==> src/rtl/pll_lock_sequencer.sv <==
// Brings up an MMCM/PLL from a free-running reference clock: pulses its reset, waits
// for lock with a timeout and bounded retries, and qualifies lock as stable before clocks_ready.
module pll_lock_sequencer #(
    parameter int RST_CYCLES   = 16,
    parameter int LOCK_TIMEOUT = 65536,
    parameter int LOCK_STABLE  = 1024,
    parameter int MAX_RETRIES  = 3,
    parameter int CNT_W        = 17
) (
    input  logic       refclk,
    input  logic       rst,
    input  logic       enable,
    input  logic       pll_locked,
    output logic       pll_rst,
    output logic       clocks_ready,
    output logic       lock_lost,
    output logic       fail,
    output logic [3:0] retry_count,
    output logic [2:0] state
);

    typedef enum logic [2:0] {
        S_IDLE      = 3'd0,
        S_RESET     = 3'd1,
        S_WAIT_LOCK = 3'd2,
        S_STABLE    = 3'd3,
        S_READY     = 3'd4,
        S_FAILED    = 3'd5
    } state_t;

    localparam logic [CNT_W-1:0] RST_LAST     = CNT_W'(RST_CYCLES - 1);
    localparam logic [CNT_W-1:0] TIMEOUT_LAST = CNT_W'(LOCK_TIMEOUT - 1);
    localparam logic [CNT_W-1:0] STABLE_LAST  = CNT_W'(LOCK_STABLE - 1);
    localparam logic [3:0]       RETRY_MAX    = 4'(MAX_RETRIES);

    state_t           state_q, state_d;
    logic [CNT_W-1:0] cnt_q, cnt_d;
    logic [3:0]       retry_q, retry_d;
    logic             sync1_q, sync2_q;
    logic             pll_rst_q, ready_q, lost_q, fail_q;
    logic             lost_d, attempt_fail;
    logic             locked_s;

    assign locked_s = sync2_q;

    always_comb begin
        state_d      = state_q;
        retry_d      = retry_q;
        lost_d       = 1'b0;
        attempt_fail = 1'b0;
        if (!enable) begin
            state_d = S_IDLE;
        end else begin
            unique case (state_q)
                S_IDLE:  state_d = S_RESET;
                S_RESET: if (cnt_q == RST_LAST) state_d = S_WAIT_LOCK;
                S_WAIT_LOCK: begin
                    if (locked_s)                   state_d = S_STABLE;
                    else if (cnt_q == TIMEOUT_LAST) attempt_fail = 1'b1;
                end
                // Lock dropping out wins over a same-cycle stable-count completion.
                S_STABLE: begin
                    if (!locked_s)                 attempt_fail = 1'b1;
                    else if (cnt_q == STABLE_LAST) state_d = S_READY;
                end
                S_READY: begin
                    if (!locked_s) begin
                        state_d = S_RESET;
                        retry_d = 4'd0;
                        lost_d  = 1'b1;
                    end
                end
                S_FAILED: state_d = S_FAILED;
                default:  state_d = S_IDLE;
            endcase
            if (attempt_fail) begin
                if (retry_q == RETRY_MAX) begin
                    state_d = S_FAILED;
                end else begin
                    state_d = S_RESET;
                    retry_d = retry_q + 4'd1;
                end
            end
        end
        if (state_d == S_IDLE || state_d == S_READY) retry_d = 4'd0;
    end

    // Only the timed states count; the counter restarts on every transition.
    always_comb begin
        cnt_d = '0;
        if (state_d == state_q &&
            (state_q == S_RESET || state_q == S_WAIT_LOCK || state_q == S_STABLE))
            cnt_d = cnt_q + 1'b1;
    end

    always_ff @(posedge refclk) begin
        if (rst) begin
            state_q   <= S_IDLE;
            cnt_q     <= '0;
            retry_q   <= 4'd0;
            sync1_q   <= 1'b0;
            sync2_q   <= 1'b0;
            pll_rst_q <= 1'b1;
            ready_q   <= 1'b0;
            lost_q    <= 1'b0;
            fail_q    <= 1'b0;
        end else begin
            state_q   <= state_d;
            cnt_q     <= cnt_d;
            retry_q   <= retry_d;
            sync1_q   <= pll_locked;
            sync2_q   <= sync1_q;
            pll_rst_q <= (state_d == S_IDLE) || (state_d == S_RESET) || (state_d == S_FAILED);
            ready_q   <= (state_d == S_READY);
            lost_q    <= lost_d;
            fail_q    <= (state_d == S_FAILED);
        end
    end

    assign pll_rst      = pll_rst_q;
    assign clocks_ready = ready_q;
    assign lock_lost    = lost_q;
    assign fail         = fail_q;
    assign retry_count  = retry_q;
    assign state        = state_q;

endmodule

==> config.mk <==
export PLATFORM = sky130hd
export DESIGN_NAME = pll_lock_sequencer
export DESIGN_NICKNAME = d
export VERILOG_FILES = /design/src/rtl/pll_lock_sequencer.sv
export SDC_FILE = /design/constraint.sdc
export NUM_CORES = 1
export LEC_CHECK = 0
export BUFFER_PORTS_ARGS = -buffer_cell sky130_fd_sc_hd__buf_2
export CAP_MARGIN = 20
export CELL_PAD_IN_SITES_DETAIL_PLACEMENT = 1
export CELL_PAD_IN_SITES_GLOBAL_PLACEMENT = 2
export CORE_ASPECT_RATIO = 1.5
export CORE_UTILIZATION = 32
export CTS_CLUSTER_SIZE = 8
export DETAILED_ROUTE_END_ITERATION = 8
export GPL_ROUTABILITY_DRIVEN = 0
export PLACE_DENSITY = 0.71
export SLEW_MARGIN = 30
export SYNTH_ARGS = -nofsm -noshare
export SYNTH_HDL_FRONTEND = slang
export SYNTH_SLANG_ARGS = --single-unit
export TNS_END_PERCENT = 30
==> constraint.sdc <==
create_clock -name refclk -period 2.4 [get_ports refclk]
set_input_delay 0.24 -clock refclk [delete_from_list [all_inputs] [get_ports refclk]]
set_output_delay 0.24 -clock refclk [all_outputs]
set_load 0.01 [all_outputs]
==> summary.txt <==
Average size of a mapped cell -> 8.90 µm²
Pleak -> 0.669 nW
Pwr/cell area -> 526 nW/µm²
Final wirelength -> 3670 µm
Max-Cap Viols -> 0
Cells along the critical path -> ha_2, nand3_4, nor3_4, and3_1, ha_2, nor2_1, o311ai_2, a21oi_1, o211ai_2, buf_12, nor2_1
Clock-pin slew on the worst setup and hold paths -> 0.06 ns
Htree depth -> 2
GR Overflow Total -> 0
HPWL after detailed placement -> 2880 µm
Final Hold Fails -> 0
Family with the most delay on the worst path -> simple AND/OR/NAND/NOR gates
Slew Viols, Final -> 0
Tcrit/Tclk final -> 93.1%
DR WL/cell -> 14.1 µm
Minimum clock period -> 2.23 ns
Synth Cell Area -> 1520 µm²
RSZ-0062 raised after global routing -> no
Initial Util -> 33.5%
Inst Count DP -> 250
Diodes inserted -> 0
Kind of critical path -> reg2reg
Register Area -> 602 µm²
Yosys warns -> 0
Die area -> 5040 µm²
Initial antenna violation count -> 0
Hold_sp -> pll_locked
Fillers -> 560
Status -> finished clean
Ports -> 15
Hold-fix buffers, CTS -> 0
Vias in the first global route -> 1,354
Worst clock skew -> 0.00602 ns
CP max stage cell -> dfxtp_1
Pin count of the biggest net entering global routing -> 18
Mapped Nets -> 178
Clock buffer depth -> 2
Crit. End Element -> flip-flop
Vias per cell -> 4.89
CTS tree -> yes
Site row count -> 30
Final setup viols -> 0
Commonest cells after routing, fill and taps aside -> nor2_1 (29), dfxtp_1 (29), buf_2 (14)
Core area -> 4540 µm²
Mapped Cells -> 171
CP Max Fanout -> 17
Maximum vdd ir drop -> 0.000280 V
Seq/Total Area, Yosys -> 39.4%
Layout net count -> 202
PortBufs -> 14
Routed vias -> 1,272
Number of distinct library cells after synthesis -> 47
Worst-Skew Late Latency -> 0.28 ns
Relative slew slack -> 74.2%
Finished Core Util -> 39.8%
Share of layout cells above drive strength 1 -> 25.5%
Area Overhead vs Synth -> 18.6%
Buf/Inv on CP -> 1
Post-route DRC -> 0
CTS Root Cell -> clkbuf_8
Startpoint Class -> flip-flop
CP startpoint -> cnt_q[1]
Number of buffers created by CTS -> 5
DR pass1 iterations -> 4
CP arrival -> 2.41 ns
Flops & latches, synth -> 30
Gr usage total -> 16.9%
Height of the chip -> 86.5 µm
DIE WIDTH -> 58.3 µm
Setup_tns -> 0 ns
Area of the multi-input gates -> 863 µm²
Reg-to-Reg Start -> cnt_q[1]
Worst Path Required -> 2.57 ns
Worst-Margin Slew -> 0.386 ns
Routed Antenna Nets -> 0
Clock sinks -> 30
DRT iter0 DRCs -> 25
Worst path max stage delay -> 0.36 ns
Worst Hold Class -> in2reg
First-pass GRT wire length -> 6260 µm
Fmax -> 448 MHz
Non-Filler Instances -> 260
## final cells by class
type | count | area share (%)
inverters | 7 | 1.46
flip-flops and latches | 30 | 33.3
repair buffers | 22 | 7.90
clock inverters | 1 | 0.277
well taps | 64 | 4.44
multi-input cells | 129 | 47.8
clock buffers | 7 | 4.78
## cells by family after synthesis
logic type	Yosys count	share of synthesized area (%)
compound gates	27	13.1
xor+xnor	14	8.05
fa+ha+maj	3	2.47
buf+inv	12	5.42
flops	30	39.4
mux	1	0.739
simple gates	84	30.7
## worst paths after layout
check | depth (start not counted) | slack (ns) | endpoint
worst min register to register | 1 | 0.44 | cnt_q[0]
worst max register to register | 11 | 0.17 | cnt_q[10]
worst min-delay path | 2 | 0.18 | sync1_q
worst max-delay path | 11 | 0.17 | cnt_q[10]
## timing repair
item,CTS,global route
gates resized for setup,0,5
buffers inserted,0,2
setup endpoints to repair,0,22
## routing by layer
| metal | wire length, µm | part of all wire [%] | GRT usage (%) | up-vias |
|---|---|---|---|---|
| met3 | 79 | 2.2 | 4.03 | 6 |
| met5 | 0 | 0 | 0 | - |
| met4 | 64 | 1.7 | 7.14 | 0 |
| met1 | 1370 | 37 | 15.5 | 611 |
| met2 | 2160 | 59 | 33.8 | 13 |
| li1 | - | - | - | 642 |
## synthesized netlist by cell type, drive strengths merged
master / count / share of area (%)
dfxtp: 30 / 39
nor3b: 1 / 0.49
ha: 3 / 2.5
or2: 1 / 0.58
nand4: 6 / 2.9
a32oi: 2 / 2.4
a31oi: 1 / 0.41
a22oi: 1 / 0.49
a21oi: 10 / 3.3
nand3: 7 / 3.1
o211ai: 3 / 1.8
xor2: 6 / 3.5
o311ai: 1 / 0.58
nor2b: 5 / 2.1
buf: 3 / 2.5
nor4: 3 / 1.6
and2: 2 / 0.82
or3: 1 / 0.74
or3b: 4 / 2.5
and3b: 1 / 0.58
a21o: 1 / 0.49
a21boi: 1 / 0.49
and3: 5 / 2.1
clkbuf: 2 / 1.1
o21a: 2 / 0.99
nand2: 9 / 2.4
mux2: 1 / 0.74
nor2: 29 / 7.1
nor3: 8 / 2.6
or2b: 2 / 1.2
o21ai: 4 / 1.6
xnor2: 8 / 4.6
inv: 7 / 1.7
o21ba: 1 / 0.66
## flip-flops by register name, summed over array words and instances, names as in the netlist
signal	count
cnt_q	17
retry_count	4
state	3
clocks_ready	1
fail	1
lock_lost	1
locked_s	1
pll_rst	1
sync1_q	1
## per-stage QoR
stage               hold WS, ns  cell area, µm²  worst slack [ns]  total power, mW
floorplan                 0.312            1530            0.0568            0.537
detailed placement        0.428            1680            0.0420            0.547
CTS                       0.183            1770            0.0182            0.964
global placement          0.436            1680             0.139            0.546
global route              0.174            1810            0.0188            0.998
finish                    0.180            1810             0.166            0.949
## report_power, final
| part | leakage (nW) | internal [mW] | switching [mW] |
|---|---|---|---|
| logic | 0.378 | 0.0137 | 0.0177 |
| clock network | 0.0482 | 0.231 | 0.183 |
| registers | 0.243 | 0.501 | 0.00354 |
| total | 0.669 | 0.745 | 0.204 |
Power figures use the tool's default switching activity.
